## config.mk

```make
export PLATFORM = sky130hd
export DESIGN_NAME = gf180mcu_osu_sc_12t_clkgate_seq_flat
export DESIGN_NICKNAME = d
export VERILOG_FILES = /design/src/rtl/gf180mcu_osu_sc_12t_clkgate_seq_if.sv /design/src/rtl/gf180mcu_osu_sc_12t_clkgate_seq.sv /design/src/flat_wrapper.sv
export SDC_FILE = /design/constraint.sdc
export NUM_CORES = 1
export LEC_CHECK = 0
export ABC_AREA = 1
export BUFFER_PORTS_ARGS = -buffer_cell sky130_fd_sc_hd__buf_2
export CORE_MARGIN = 1.5
export CORE_UTILIZATION = 45
export DETAILED_ROUTE_END_ITERATION = 16
export PLACE_DENSITY_LB_ADDON = 0.05
export SYNTH_ARGS = -nofsm -noshare
export SYNTH_HDL_FRONTEND = slang
export SYNTH_SLANG_ARGS = --single-unit
```

## constraint.sdc

```tcl
create_clock -name CLK -period 1.8 [get_ports CLK]
set_clock_uncertainty 0.15 [all_clocks]
set_input_delay 0 -clock CLK [delete_from_list [all_inputs] [get_ports CLK]]
set_output_delay 0 -clock CLK [all_outputs]
set_load 0.005 [all_outputs]
```

## src/rtl/gf180mcu_osu_sc_12t_clkgate_seq_if.sv

```systemverilog
// Bus bundle for the staggered clock-enable sequencer: requests in, ICG enables/acks/busy out.
// TE exists only when GF180MCU_OSU_SC_CLKSEQ_TESTMODE_EN is defined.
interface gf180mcu_osu_sc_12t_clkgate_seq_if #(
  parameter int N = 4
);
  logic [N-1:0] REQ;
`ifdef GF180MCU_OSU_SC_CLKSEQ_TESTMODE_EN
  logic         TE;
`endif
  logic [N-1:0] EN;
  logic [N-1:0] ACK;
  logic         BUSY;

`ifdef GF180MCU_OSU_SC_CLKSEQ_TESTMODE_EN
  modport master (output REQ, output TE, input EN, input ACK, input BUSY);
  modport slave  (input REQ, input TE, output EN, output ACK, output BUSY);
`else
  modport master (output REQ, input EN, input ACK, input BUSY);
  modport slave  (input REQ, output EN, output ACK, output BUSY);
`endif
endinterface

```

## src/rtl/gf180mcu_osu_sc_12t_clkgate_seq.sv

```systemverilog
// Staggered ICG enable sequencer: one enable change per slot, round-robin, STAGGER idle cycles after each change.
// Optional scan/test override of all enables: define GF180MCU_OSU_SC_CLKSEQ_TESTMODE_EN.
//
// state    | meaning
// ST_IDLE  | no change in flight; pick next mismatched branch from ptr
// ST_APPLY | re-sample REQ[idx] and commit EN[idx] on the exiting edge
// ST_WAIT  | di/dt spacing countdown after a real enable change
module gf180mcu_osu_sc_12t_clkgate_seq #(
  parameter int N       = 4,
  parameter int STAGGER = 4
) (
  input  logic CLK,
  input  logic R,
  gf180mcu_osu_sc_12t_clkgate_seq_if.slave bus
);
  localparam int PW = $clog2(N);
  localparam int CW = 4;

  typedef enum logic [1:0] {
    ST_IDLE  = 2'd0,
    ST_APPLY = 2'd1,
    ST_WAIT  = 2'd2
  } state_t;

  state_t        state_q, state_d;
  logic [N-1:0]  en_q, en_d;
  logic [N-1:0]  ack_q, ack_d;
  logic [PW-1:0] ptr_q, ptr_d;
  logic [PW-1:0] idx_q, idx_d;
  logic [CW-1:0] cnt_q, cnt_d;
  logic          busy_q;

  logic [N-1:0]  mis;
  logic          sel_vld;
  logic [PW-1:0] sel_idx;
  logic [PW-1:0] cand;
  logic [PW:0]   sum;

  assign mis = bus.REQ ^ en_q;

  // Scan from ptr upward with wrap; the first mismatched branch wins.
  always_comb begin : rr_select
    sel_vld = 1'b0;
    sel_idx = ptr_q;
    sum     = '0;
    cand    = '0;
    for (int k = 0; k < N; k++) begin
      sum = {1'b0, ptr_q} + (PW+1)'(k);
      if (sum >= (PW+1)'(N)) begin
        sum = sum - (PW+1)'(N);
      end
      cand = sum[PW-1:0];
      if (!sel_vld && mis[cand]) begin
        sel_vld = 1'b1;
        sel_idx = cand;
      end
    end
  end

  always_comb begin : fsm_next
    state_d = state_q;
    en_d    = en_q;
    ack_d   = '0;
    ptr_d   = ptr_q;
    idx_d   = idx_q;
    cnt_d   = cnt_q;
    case (state_q)
      ST_IDLE: begin
        if (sel_vld) begin
          idx_d   = sel_idx;
          state_d = ST_APPLY;
        end
      end
      ST_APPLY: begin
        en_d[idx_q] = bus.REQ[idx_q];
        ptr_d       = (idx_q == PW'(N - 1)) ? '0 : idx_q + PW'(1);
        // A request that reverted before APPLY costs no spacing slot.
        if (bus.REQ[idx_q] != en_q[idx_q]) begin
          ack_d[idx_q] = 1'b1;
          cnt_d        = CW'(STAGGER);
          state_d      = ST_WAIT;
        end else begin
          cnt_d   = '0;
          state_d = ST_IDLE;
        end
      end
      ST_WAIT: begin
        cnt_d = cnt_q - CW'(1);
        if (cnt_q <= CW'(1)) begin
          state_d = ST_IDLE;
        end
      end
      default: begin
        state_d = ST_IDLE;
      end
    endcase
  end

  always_ff @(posedge CLK) begin
    if (R) begin
      state_q <= ST_IDLE;
      en_q    <= '0;
      ack_q   <= '0;
      ptr_q   <= '0;
      idx_q   <= '0;
      cnt_q   <= '0;
      busy_q  <= 1'b0;
    end else begin
      state_q <= state_d;
      en_q    <= en_d;
      ack_q   <= ack_d;
      ptr_q   <= ptr_d;
      idx_q   <= idx_d;
      cnt_q   <= cnt_d;
      busy_q  <= (state_d != ST_IDLE);
    end
  end

`ifdef GF180MCU_OSU_SC_CLKSEQ_TESTMODE_EN
  // Test override is purely on the outputs; the sequencer keeps tracking REQ vs en_q.
  assign bus.EN  = en_q | {N{bus.TE}};
  assign bus.ACK = ack_q & ~{N{bus.TE}};
`else
  assign bus.EN  = en_q;
  assign bus.ACK = ack_q;
`endif
  assign bus.BUSY = busy_q;

endmodule
```

## src/flat_wrapper.sv

```systemverilog
// flat-port wrapper written by rule: the top's interface ports become plain ports
module gf180mcu_osu_sc_12t_clkgate_seq_flat 
#(
  parameter int N       = 4,
  parameter int STAGGER = 4
)
  (CLK, R, bus_REQ, bus_EN, bus_ACK, bus_BUSY);
  gf180mcu_osu_sc_12t_clkgate_seq_if #(.N(N)) bus_i ();
  input  logic CLK;
  input  logic R;
  input wire logic [$bits(bus_i.REQ)-1:0] bus_REQ;
  output wire logic [$bits(bus_i.EN)-1:0] bus_EN;
  output wire logic [$bits(bus_i.ACK)-1:0] bus_ACK;
  output wire logic [$bits(bus_i.BUSY)-1:0] bus_BUSY;
  assign bus_i.REQ = bus_REQ;
  assign bus_EN = bus_i.EN;
  assign bus_ACK = bus_i.ACK;
  assign bus_BUSY = bus_i.BUSY;
  gf180mcu_osu_sc_12t_clkgate_seq #(.N(N), .STAGGER(STAGGER)) u_core (.CLK(CLK), .R(R), .bus(bus_i));
endmodule
```

==> results of run 1 <==
-- worst register-to-register path: stages (launching register included) --
cell     delay [ns]
dfxtp_4        0.39
inv_1          0.05
nand2_1        0.09
nand3_1        0.11
nand3_1        0.08
nand2_1        0.10
nand3_1        0.15
o21ai_4        0.21
a21oi_1        0.09
nand2_1        0.08
nand2_1        0.05
-- worst paths after layout --
kind | from | end | cells past startpoint
setup / recovery | u_core.bus.EN[1]$_SDFFE_PP0P_ | u_core.bus.BUSY$_SDFF_PP0_ | 10
hold / removal | bus_REQ[0] | u_core.bus.EN[1]$_SDFFE_PP0P_ | 6
setup reg to reg | u_core.bus.EN[1]$_SDFFE_PP0P_ | u_core.bus.BUSY$_SDFF_PP0_ | 10
hold reg to reg | u_core.cnt_q[1]$_SDFFE_PP0P_ | u_core.cnt_q[1]$_SDFFE_PP0P_ | 2
-- registers in the layout (all words and copies together) (netlist names) --
| name | cells |
|---|---|
| u_core.state_q | 2 |
| u_core.bus.EN | 4 |
| u_core.bus.BUSY | 1 |
| u_core.idx_q | 2 |
| u_core.bus.ACK | 4 |
| u_core.ptr_q | 2 |
| u_core.cnt_q | 4 |
-- power groups by stage --
stage | clock (mW) | combinational (mW) | sequential (mW)
after floorplan | 0 | 1.07 | 0.599
after global placement | 0 | 1.28 | 0.636
final | 0.233 | 1.35 | 0.651
after CTS | 0.244 | 1.29 | 0.628
after detailed placement | 0 | 1.29 | 0.637
after global routing | 0.261 | 1.54 | 0.668
-- synth_stat cells --
| cell type | number | share of area [%] |
|---|---|---|
| inv_2 | 2 | 0.57 |
| dfxtp_1 | 19 | 29 |
| nand3_2 | 4 | 3.0 |
| buf_2 | 1 | 0.38 |
| a2bb2oi_1 | 1 | 0.66 |
| nor2_1 | 12 | 3.4 |
| ha_1 | 10 | 9.5 |
| nor2_2 | 1 | 0.47 |
| a21oi_1 | 14 | 5.3 |
| xnor2_1 | 1 | 0.66 |
| xor2_1 | 1 | 0.66 |
| buf_6 | 1 | 0.85 |
| o21ai_4 | 1 | 1.2 |
| nand3_1 | 31 | 12 |
| buf_4 | 1 | 0.57 |
| clkbuf_1 | 2 | 0.57 |
| nand2_2 | 3 | 1.4 |
| nand4_1 | 1 | 0.47 |
| a211oi_1 | 1 | 0.57 |
| o32ai_1 | 1 | 0.66 |
| o221ai_1 | 1 | 0.66 |
| a21oi_2 | 1 | 0.66 |
| inv_1 | 29 | 8.3 |
| o21ai_0 | 5 | 1.9 |
| nand2_1 | 45 | 13 |
| a311oi_1 | 4 | 2.7 |
| o211ai_1 | 1 | 0.57 |
| nor2_4 | 1 | 0.85 |
-- final cells by class --
class | count | area (um^2)
Sequential cell | 19 | 398
Inverter | 31 | 116
Fill cell | 282 | 1250
Multi-Input combinational cell | 140 | 818
Clock buffer | 3 | 22.5
Tap cell | 31 | 38.8
Timing Repair Buffer | 18 | 106
Clock inverter | 1 | 7.51
-- logic make-up (layout without fill, tap and decap cells) --
| group | after synthesis | after routing |
|---|---|---|
| DFF | 19 | 19 |
| and+or+nand+nor | 98 | 98 |
| adders and majority gates | 10 | 10 |
| xor gates and xnor gates | 2 | 2 |
| AOI/OAI and AO/OA | 30 | 30 |
| buffers and inverters | 36 | 53 |
-- repair_timing --
action / 4_1_cts / 5_1_grt
hold buffers: 1 / 0
resized for setup: 0 / 18
setup endpoints to repair: 0 / 9
endpoints found under the hold margin: 10 / 0
-- per-stage QoR --
| stage | utilization [%] | hold slack [ns] | instances |
|---|---|---|---|
| final | 54.7 | 0.118 | 243 |
| after floorplan | - | 0.0401 | 195 |
| after global placement | 51.5 | 0.175 | 238 |
| after CTS | 52.9 | 0.0992 | 243 |
| after global routing | 54.7 | 0.176 | 243 |
| after detailed placement | 51.5 | 0.180 | 238 |
-- routing by layer --
layer | vias to the layer above | part of all wire [%] | GRT usage (%)
met5 | - | 0 | 0
met4 | 0 | 0.83 | 5.32
met3 | 4 | 3.8 | 3.85
met2 | 28 | 47 | 31.5
met1 | 593 | 48 | 25.9
li1 | 676 | - | -
==> impl_metrics.py, run 1 <==
metrics = {
    "synthesis": {
        "syn-cell-area_mm2": 0.00132,
        "synth.yosys.seq_area_share_pct": 28.8,
        "synth_simple_gate_area_share_pct": 34.3,
        "yosys-mux-area-fraction_pct": 0,
        "yosys.area_share.adder_pct": 9.49,
        "yosys_warnings": 0,
        "post_synth_inst_count": 195,
        "mappedNetlistNets": 211,
        "synth_top_family_by_area": "simple AND/OR/NAND/NOR gates",
        "synth.ff_latch_count": 19,
        "post_synthesis_compound_gate_area_fraction_pct": 14.9,
        "synth.distinct_cells": 28,
        "postSynthAreaPerCell_um2": 6.76,
        "xor_xnor_fraction_of_synth_area_pct": 1.33,
    },
    "die": {
        "die-width_um": 57.1,
        "rows": 19,
        "floorplan.initialDensity_pct": 47.8,
        "floorplan.die_area_mm2": 0.00326,
        "io_pins": 15,
        "die_h_um": 57.1,
        "floorplan.core_area_mm2": 0.00276,
    },
    "setup_path": {
        "worstPathBufferInverterCount": 1,
        "worst-r2r-setup-slack_ns": 0.15,
        "setup.worst_path.start_class": "flip-flop",
        "path_delay_family": "simple AND/OR/NAND/NOR gates",
        "timing.setup.critical_path_class": "reg2reg",
        "path_common_cell": "nand2_1",
        "timing.critical_path.cells": "inv_1 > nand2_1 > nand3_1 > nand3_1 > nand2_1 > nand3_1 > o21ai_4 > a21oi_1 > nand2_1 > nand2_1",
        "cp-end-kind": "flip-flop",
        "worst_ep_arrival_time_ns": 1.70,
        "critical_path_required_ns": 1.85,
        "crit_path_max_incr_delay_ns": 0.39,
        "worst-path-max-fanout": 5,
        "cp_max_stage_cell": "dfxtp_4",
    },
    "placed_design": {
        "place_ws_ns": 0.0541,
        "buffer_ports.inserted": 14,
        "dp_hpwl_mm": 2.24,
        "final_replace_weighted_congestion": 0.921,
        "placement.cell_area_mm2": 0.00142,
    },
    "pwr": {
        "comb_power_share_pct": 60.4,
        "clock_power_share_pct": 10.4,
        "pwr_density_cell_mw_per_mm2": 1480,
        "pwr-share-seq_pct": 29.2,
        "peakVddDrop_uv": 897,
        "total_leakage_power_nw": 0.745,
        "net-switching-power_mw": 1.11,
        "cellInternalPower_mw": 1.13,
        "post-layout-total-power_mw": 2.23,
        "switching_share_pct": 49.5,
    },
    "sta": {
        "report.final.slew_viol_count": 0,
        "max_clock_freq_ghz": 0.605,
        "grt_setup_unrepaired": "no",
        "fin_setup_tns_ns": 0,
        "post-route-min-period_ns": 1.65,
        "finalSetupViolations": 0,
        "final_hold_viol_count": 0,
        "slew-limit-headroom_pct": 69.0,
        "fin_crit_sh_pct": 91.9,
        "timing_worst_slew_pin_value_ns": 0.465,
        "layout_setup_ws_ns": 0.146,
    },
    "drt": {
        "dr_total_vias": 1301,
        "vias_per_cell": 5.35,
        "drc": 0,
        "drt_first_iter_violations": 60,
        "drtPass1Iterations": 4,
        "wl_final_mm": 2.89,
        "drtAntennaViolNets": 0,
        "detail_route.wl_per_cell_um": 11.9,
    },
    "clock_network": {
        "cts.sinks": 19,
        "clk_pin_slew_ns": 0.14,
        "tritoncts.num_buffers": 3,
        "post-cts-setup-buffers": 0,
        "worstSkewPairLatency_ns": 0.31,
        "cts_tree": "built",
        "cts.root.buffer_cell": "clkbuf_4",
        "clk_path_buf_depth": 2,
        "ctsHtreeMaxLevel": 1,
    },
    "worst_hold_path": {
        "hp-class": "in2reg",
    },
    "grt": {
        "grt_pass1_vias": 1205,
        "number_of_antenna_violations_at_the_first_check_in_global_routing": 0,
        "first_pass_grt_wire_length_mm": 5.06,
        "global_route.overflow_total": 0,
        "grt_use_total_pct": 19.3,
        "largest_net_degree_at_the_start_of_global_routing": 15,
    },
    "cells_and_area": {
        "mostFrequentLayoutCells": "43 x nand2_1, 29 x inv_1, 29 x nand3_1, 14 x a21oi_1, 14 x buf_2",
        "layout_commonest_cell": "nand2_1",
        "diodes": 0,
        "fin_nets": 229,
        "synthToLayoutAreaGrowth_pct": 14.3,
        "drive_above_1_share_pct": 22.2,
        "finish.instance_area_mm2": 0.00151,
    },
    "flow_run": {
        "cap_violations": 0,
    },
    "status": {
        "status": "finished clean",
    },
}
No activity file was read; power rests on OpenSTA's default activity.
==> run 2: changes to the inputs <==
Settings changed: GPL_TIMING_DRIVEN from default to 0.
==> impl_metrics.py, run 2 (synthesized netlist as in run 1, its figures left out) <==
metrics = {
    "pwr": {
        "total_leakage_power_nw": 0.758,
        "comb_power_share_pct": 63.0,
        "cellInternalPower_mw": 1.17,
        "peakVddDrop_uv": 892,
        "post-layout-total-power_mw": 2.28,
        "clock_power_share_pct": 9.4,
        "pwr-share-seq_pct": 27.6,
        "net-switching-power_mw": 1.12,
        "switching_share_pct": 48.9,
        "pwr_density_cell_mw_per_mm2": 1490,
    },
    "placed_design": {
        "dp_hpwl_mm": 2.36,
        "buffer_ports.inserted": 14,
        "post-place-cells": 240,
        "final_replace_weighted_congestion": 0.804,
    },
    "sta": {
        "post-route-min-period_ns": 1.69,
        "timing_worst_slew_pin_value_ns": 0.510,
        "max_clock_freq_ghz": 0.593,
        "grt_setup_unrepaired": "no",
        "final_hold_viol_count": 0,
        "finalSetupViolations": 0,
        "fin_crit_sh_pct": 93.7,
        "slew-limit-headroom_pct": 66.0,
        "fin_setup_tns_ns": 0,
        "report.final.slew_viol_count": 0,
    },
    "die": {
        "floorplan.die_area_mm2": 0.00326,
        "rows": 19,
        "floorplan.initialDensity_pct": 47.8,
        "die-width_um": 57.1,
        "floorplan.core_area_mm2": 0.00276,
        "io_pins": 15,
        "die_h_um": 57.1,
    },
    "cells_and_area": {
        "layout_commonest_cell": "nand2_1",
        "fin_nets": 233,
        "drive_above_1_share_pct": 23.6,
        "mostFrequentLayoutCells": "42 x nand2_1, 30 x nand3_1, 26 x inv_1, 14 x a21oi_1, 14 x buf_2",
        "instances_no_fill": 247,
        "synthToLayoutAreaGrowth_pct": 16.4,
        "diodes": 0,
    },
    "clock_network": {
        "clk_pin_slew_ns": 0.11,
        "ctsHtreeMaxLevel": 1,
        "worstSkewPairLatency_ns": 0.29,
        "cts.sinks": 19,
        "cts_tree": "built",
        "tritoncts.num_buffers": 3,
        "cts.root.buffer_cell": "clkbuf_4",
        "clk_path_buf_depth": 2,
    },
    "grt": {
        "largest_net_degree_at_the_start_of_global_routing": 11,
        "grt_use_total_pct": 19.4,
        "global_route.overflow_total": 0,
        "grt_pass1_vias": 1204,
        "number_of_antenna_violations_at_the_first_check_in_global_routing": 0,
        "first_pass_grt_wire_length_mm": 5.09,
    },
    "setup_path": {
        "r2r-end": "u_core.idx_q[0]$_SDFFE_PP0P_",
        "crit_path_max_incr_delay_ns": 0.40,
        "path_delay_family": "simple AND/OR/NAND/NOR gates",
        "critical_path_required_ns": 1.82,
        "cp-end-kind": "flip-flop",
        "worst-path-max-fanout": 10,
        "setup.worst_path.start_class": "flip-flop",
        "cp_max_stage_cell": "dfxtp_4",
        "timing.setup.critical_path_class": "reg2reg",
        "worstPathBufferInverterCount": 2,
        "timing.critical_path.cells": "buf_6 > nand3_1 > nand3_1 > nand2_1 > nand3_1 > o21ai_4 > inv_2 > nand3_1 > a21oi_2",
        "worst_ep_arrival_time_ns": 1.70,
        "worst-r2r-setup-slack_ns": 0.11,
        "path_common_cell": "nand3_1",
        "reg2reg_depth": 9,
        "worstReg2RegStart": "u_core.ptr_q[0]$_SDFFE_PP0P_",
    },
    "drt": {
        "detail_route.wl_per_cell_um": 12.4,
        "wl_final_mm": 3.06,
        "drt_first_iter_violations": 53,
        "dr_total_vias": 1325,
        "drc": 0,
        "drtPass1Iterations": 4,
        "drtAntennaViolNets": 0,
        "vias_per_cell": 5.36,
    },
    "flow_run": {
        "cap_violations": 0,
    },
    "worst_hold_path": {
        "hp-class": "in2reg",
        "min-delay-start": "bus_REQ[1]",
        "hold_path_depth": 5,
        "min_delay_worst_endpoint": "u_core.bus.EN[3]$_SDFFE_PP0P_",
    },
    "status": {
        "status": "finished clean",
    },
}
## run 2: changes by cell type in the layout (fill, tap and decap cells not counted), moves of 2 or more
cell | previous run | this run
inv_2 | 2 | 4
nand2_2 | 4 | 6
dfxtp_1 | 11 | 13
buf_4 | 2 | 4
clkbuf_1 | 0 | 2
inv_1 | 29 | 26
dfxtp_4 | 3 | 1
## run 2: cell type report
| class | count | area (um^2) |
|---|---|---|
| flip-flops and latches | 19 | 390 |
| fillers | 264 | 1220 |
| clock buffers | 4 | 26.3 |
| repair buffers | 17 | 95.1 |
| multi-input cells | 140 | 830 |
| plain buffers | 5 | 35.0 |
| inverters | 31 | 120 |
| well taps | 31 | 38.8 |
## run 2: worst min-delay path: stages
cell and delay [ns]:
buf_2 0.11, nand2_1 0.06, nand3_1 0.08, nand2_2 0.09, a311oi_1 0.08
## run 2: what timing repair did
action                                  4_1_cts  5_1_grt
endpoints found under the hold margin         7        0
pin swaps                                     0        1
endpoints found under the setup margin        1        9
hold buffers                                  1        0
gates resized for setup                       1       21
setup buffers                                 0        2
## run 2: worst max path at each step
stage	from	cells past startpoint	endpoint
after floorplan	u_core.ptr_q[0]$_SDFFE_PP0P_	12	u_core.idx_q[1]$_SDFFE_PP0P_
after global placement	u_core.idx_q[0]$_SDFFE_PP0P_	12	u_core.bus.BUSY$_SDFF_PP0_
after detailed placement	u_core.idx_q[0]$_SDFFE_PP0P_	11	u_core.bus.ACK[0]$_SDFF_PP0_
after CTS	u_core.idx_q[0]$_SDFFE_PP0P_	11	u_core.bus.ACK[0]$_SDFF_PP0_
after global routing	u_core.ptr_q[0]$_SDFFE_PP0P_	12	u_core.idx_q[1]$_SDFFE_PP0P_
final	u_core.ptr_q[0]$_SDFFE_PP0P_	9	u_core.idx_q[0]$_SDFFE_PP0P_
## run 2: power groups by stage
stage,sequential [mW],combinational (mW),clock [mW]
2_1_floorplan,0.599,1.07,0
3_3_place_gp,0.607,1.31,0
3_5_place_dp,0.615,1.34,0
4_1_cts,0.605,1.35,0.225
5_1_grt,0.640,1.63,0.235
6_report,0.629,1.44,0.214
## run 2: metal layers
metal | wire length (um) | vias to the layer above | global-route usage, %
li1 | - | 680 | -
met1 | 1390 | 613 | 24.9
met2 | 1540 | 28 | 34.6
met3 | 105 | 4 | 3.40
met4 | 27 | 0 | 3.32
met5 | 0 | - | 0
## run 2: metrics by stage
stage,utilization (%),hold slack [ns],setup WS (ns),area (um^2)
2_1_floorplan,-,0.0401,0.286,1320
3_3_place_gp,51.8,0.176,0.0576,1430
3_5_place_dp,51.8,0.183,0.0201,1430
4_1_cts,53.2,0.0594,0.0398,1470
5_1_grt,55.7,0.0312,0.00317,1540
6_report,55.7,0.00350,0.113,1540
==> run 3: changes to the inputs <==
Settings changed: ABC_AREA 1 to default.
==> impl_metrics.py, run 3 <==
metrics = {
    "status": {
        "status": "finished clean",
    },
    "synthesis": {
        "yosys_warnings": 0,
        "synth.ff_latch_count": 19,
        "yosys.cell_count.top_type": "dfxtp_1",
        "synth_largest_area_cell": "dfxtp_1",
        "synthTopCellsByArea": "dfxtp_1 36%, ha_1 12%, nand2_1 6.1%",
        "synth.yosys.seq_area_share_pct": 36.4,
        "syn-cell-area_mm2": 0.00104,
        "post_synth_inst_count": 121,
        "synthArstFlopShare_pct": 0,
        "yosys_most_used_dff": "dfxtp_1",
        "mappedNetlistNets": 137,
        "synth.distinct_cells": 34,
        "number_of_enable_type_register_cells_in_the_synthesized_netlist": 0,
        "postSynthAreaPerCell_um2": 8.63,
        "synth_commonest_cells": "19 x dfxtp_1, 17 x nand2_1, 14 x nor2_1",
        "yosys.area.top_type_share_pct": 36.4,
    },
    "drt": {
        "drt_first_iter_violations": 17,
        "wl_final_mm": 2.12,
        "detail_route.wl_per_cell_um": 12.4,
        "dr_total_vias": 882,
        "drc": 0,
        "vias_per_cell": 5.16,
        "drtPass1Iterations": 4,
        "drtAntennaViolNets": 0,
    },
    "cells_and_area": {
        "synthToLayoutAreaGrowth_pct": 17.4,
        "mostFrequentLayoutCells": "18 x dfxtp_1, 17 x nand2_1, 14 x nor2_1, 14 x buf_2, 10 x ha_1",
        "fin_nets": 160,
        "diodes": 0,
        "drive_above_1_share_pct": 19.6,
        "layout_commonest_cell": "dfxtp_1",
        "finish.instance_area_mm2": 0.00123,
    },
    "clock_network": {
        "ctsHtreeMaxLevel": 1,
        "tritoncts.num_buffers": 3,
        "cts.root.buffer_cell": "clkbuf_4",
        "cts.sinks": 19,
        "clk_pin_slew_ns": 0.11,
        "worstSkewPairLatency_ns": 0.29,
        "cts_tree": "built",
        "clk_path_buf_depth": 2,
    },
    "placed_design": {
        "place_ws_ns": -0.0401,
        "dp_hpwl_mm": 1.59,
        "buffer_ports.inserted": 14,
        "final_replace_weighted_congestion": 0.759,
        "placement.cell_area_mm2": 0.00115,
    },
    "sta": {
        "fin_hold_ws_ns": 0.139,
        "slew-limit-headroom_pct": 65.0,
        "finalSetupViolations": 0,
        "max_clock_freq_ghz": 0.568,
        "final_hold_viol_count": 0,
        "report.final.slew_viol_count": 0,
        "grt_setup_unrepaired": "yes",
        "layout_setup_ws_ns": 0.0400,
        "fin_crit_sh_pct": 97.8,
        "timing_worst_slew_pin_value_ns": 0.525,
        "post-route-min-period_ns": 1.76,
    },
    "die": {
        "floorplan.initialDensity_pct": 47.2,
        "die_h_um": 51.2,
        "die-width_um": 51.2,
        "floorplan.core_area_mm2": 0.00221,
        "floorplan.die_area_mm2": 0.00262,
        "io_pins": 15,
        "rows": 17,
    },
    "worst_hold_path": {
        "hp-class": "in2reg",
        "hold_path_depth": 5,
        "min-delay-start": "bus_REQ[2]",
        "min_delay_worst_endpoint": "u_core.idx_q[0]$_SDFFE_PP0P_",
    },
    "grt": {
        "first_pass_grt_wire_length_mm": 3.67,
        "grt_pass1_vias": 836,
        "grt_use_total_pct": 18.5,
        "number_of_antenna_violations_at_the_first_check_in_global_routing": 0,
        "largest_net_degree_at_the_start_of_global_routing": 11,
        "global_route.overflow_total": 0,
    },
    "pwr": {
        "post-layout-total-power_mw": 1.14,
        "cellInternalPower_uw": 742,
        "peakVddDrop_uv": 407,
        "pwr_density_cell_mw_per_mm2": 931,
        "net-switching-power_uw": 399,
        "comb_power_share_pct": 34.6,
        "clock_power_share_pct": 18.9,
        "switching_share_pct": 35.0,
        "pwr-share-seq_pct": 46.5,
        "total_leakage_power_nw": 0.516,
    },
    "setup_path": {
        "worst-path-max-fanout": 6,
        "timing.setup.critical_path_class": "reg2reg",
        "critical_path_required_ns": 1.84,
        "worstReg2RegStart": "u_core.idx_q[0]$_SDFFE_PP0P_",
        "r2r-end": "u_core.bus.BUSY$_SDFF_PP0_",
        "cp-end-kind": "flip-flop",
        "worst-r2r-setup-slack_ns": 0.04,
        "setup.worst_path.start_class": "flip-flop",
        "worst_ep_arrival_time_ns": 1.80,
        "reg2reg_depth": 5,
    },
    "flow_run": {
        "cap_violations": 0,
    },
}
[run 3: critical path: stages (launching register included)]
cell and delay [ns]:
dfxtp_4 0.41, mux4_2 0.55, xor2_2 0.21, nand3_2 0.08
o21ai_2 0.05, or2_1 0.20
[run 3: power groups by stage]
stage	registers, mW	logic (mW)	clock network (mW)
after global placement	0.535	0.361	0
after CTS	0.531	0.380	0.222
after global routing	0.538	0.446	0.238
after floorplan	0.527	0.281	0
after detailed placement	0.538	0.365	0
final	0.531	0.395	0.216
[run 3: worst max path at each step]
stage,startpoint,depth (start not counted),slack (ns),endpoint
final,u_core.idx_q[0]$_SDFFE_PP0P_,5,0.04,u_core.bus.BUSY$_SDFF_PP0_
after global routing,u_core.idx_q[0]$_SDFFE_PP0P_,5,-0.06,u_core.bus.ACK[1]$_SDFF_PP0_
after CTS,u_core.idx_q[0]$_SDFFE_PP0P_,5,0.03,u_core.bus.ACK[1]$_SDFF_PP0_
after detailed placement,u_core.idx_q[0]$_SDFFE_PP0P_,5,-0.04,u_core.bus.BUSY$_SDFF_PP0_
after global placement,u_core.idx_q[0]$_SDFFE_PP0P_,5,-0.05,u_core.bus.BUSY$_SDFF_PP0_
after floorplan,u_core.idx_q[0]$_SDFFE_PP0P_,5,0.06,u_core.bus.BUSY$_SDFF_PP0_
[run 3: cells by family after synthesis]
kind of cell / share of synthesized area, %
buffers and inverters: 3.95
XOR/XNOR: 4.91
multiplexers: 6.59
AO/OA/AOI/OAI: 13.2
AND/OR/NAND/NOR: 23.0
flip-flops: 36.4
adder cells (fa/ha/maj): 12.0
[run 3: layout make-up]
| cell class | instances | area, um^2 |
|---|---|---|
| inverters | 9 | 33.8 |
| repair buffers | 18 | 105 |
| plain buffers | 2 | 7.51 |
| multi-input cells | 91 | 634 |
| well taps | 28 | 35.0 |
| fillers | 224 | 986 |
| flip-flops and latches | 19 | 384 |
| clock buffers | 4 | 26.3 |
[run 3: through the flow]
| step | std cells | setup TNS [ns] | util, % |
|---|---|---|---|
| after floorplan | 121 | 0 | - |
| after global placement | 163 | -0.255 | 52.0 |
| after detailed placement | 163 | -0.185 | 52.0 |
| after CTS | 170 | 0 | 54.4 |
| after global routing | 171 | -0.233 | 55.4 |
| final | 171 | 0 | 55.4 |
[run 3: layer usage]
layer / wire (um) / share of wire [%] / global-route usage (%)
met3: 50 / 2.4 / 2.63
met1: 1090 / 51 / 24.3
met4: 17 / 0.80 / 5.41
met5: 0 / 0 / 0
met2: 969 / 46 / 31.4
[run 3: timing repair]
action | 4_1_cts | 5_1_grt
pin swaps | 1 | 2
endpoints found under the setup margin | 6 | 7
hold endpoints to repair | 8 | 0
resized for setup | 2 | 2
hold buffers | 2 | 0
buffers inserted | 1 | 1
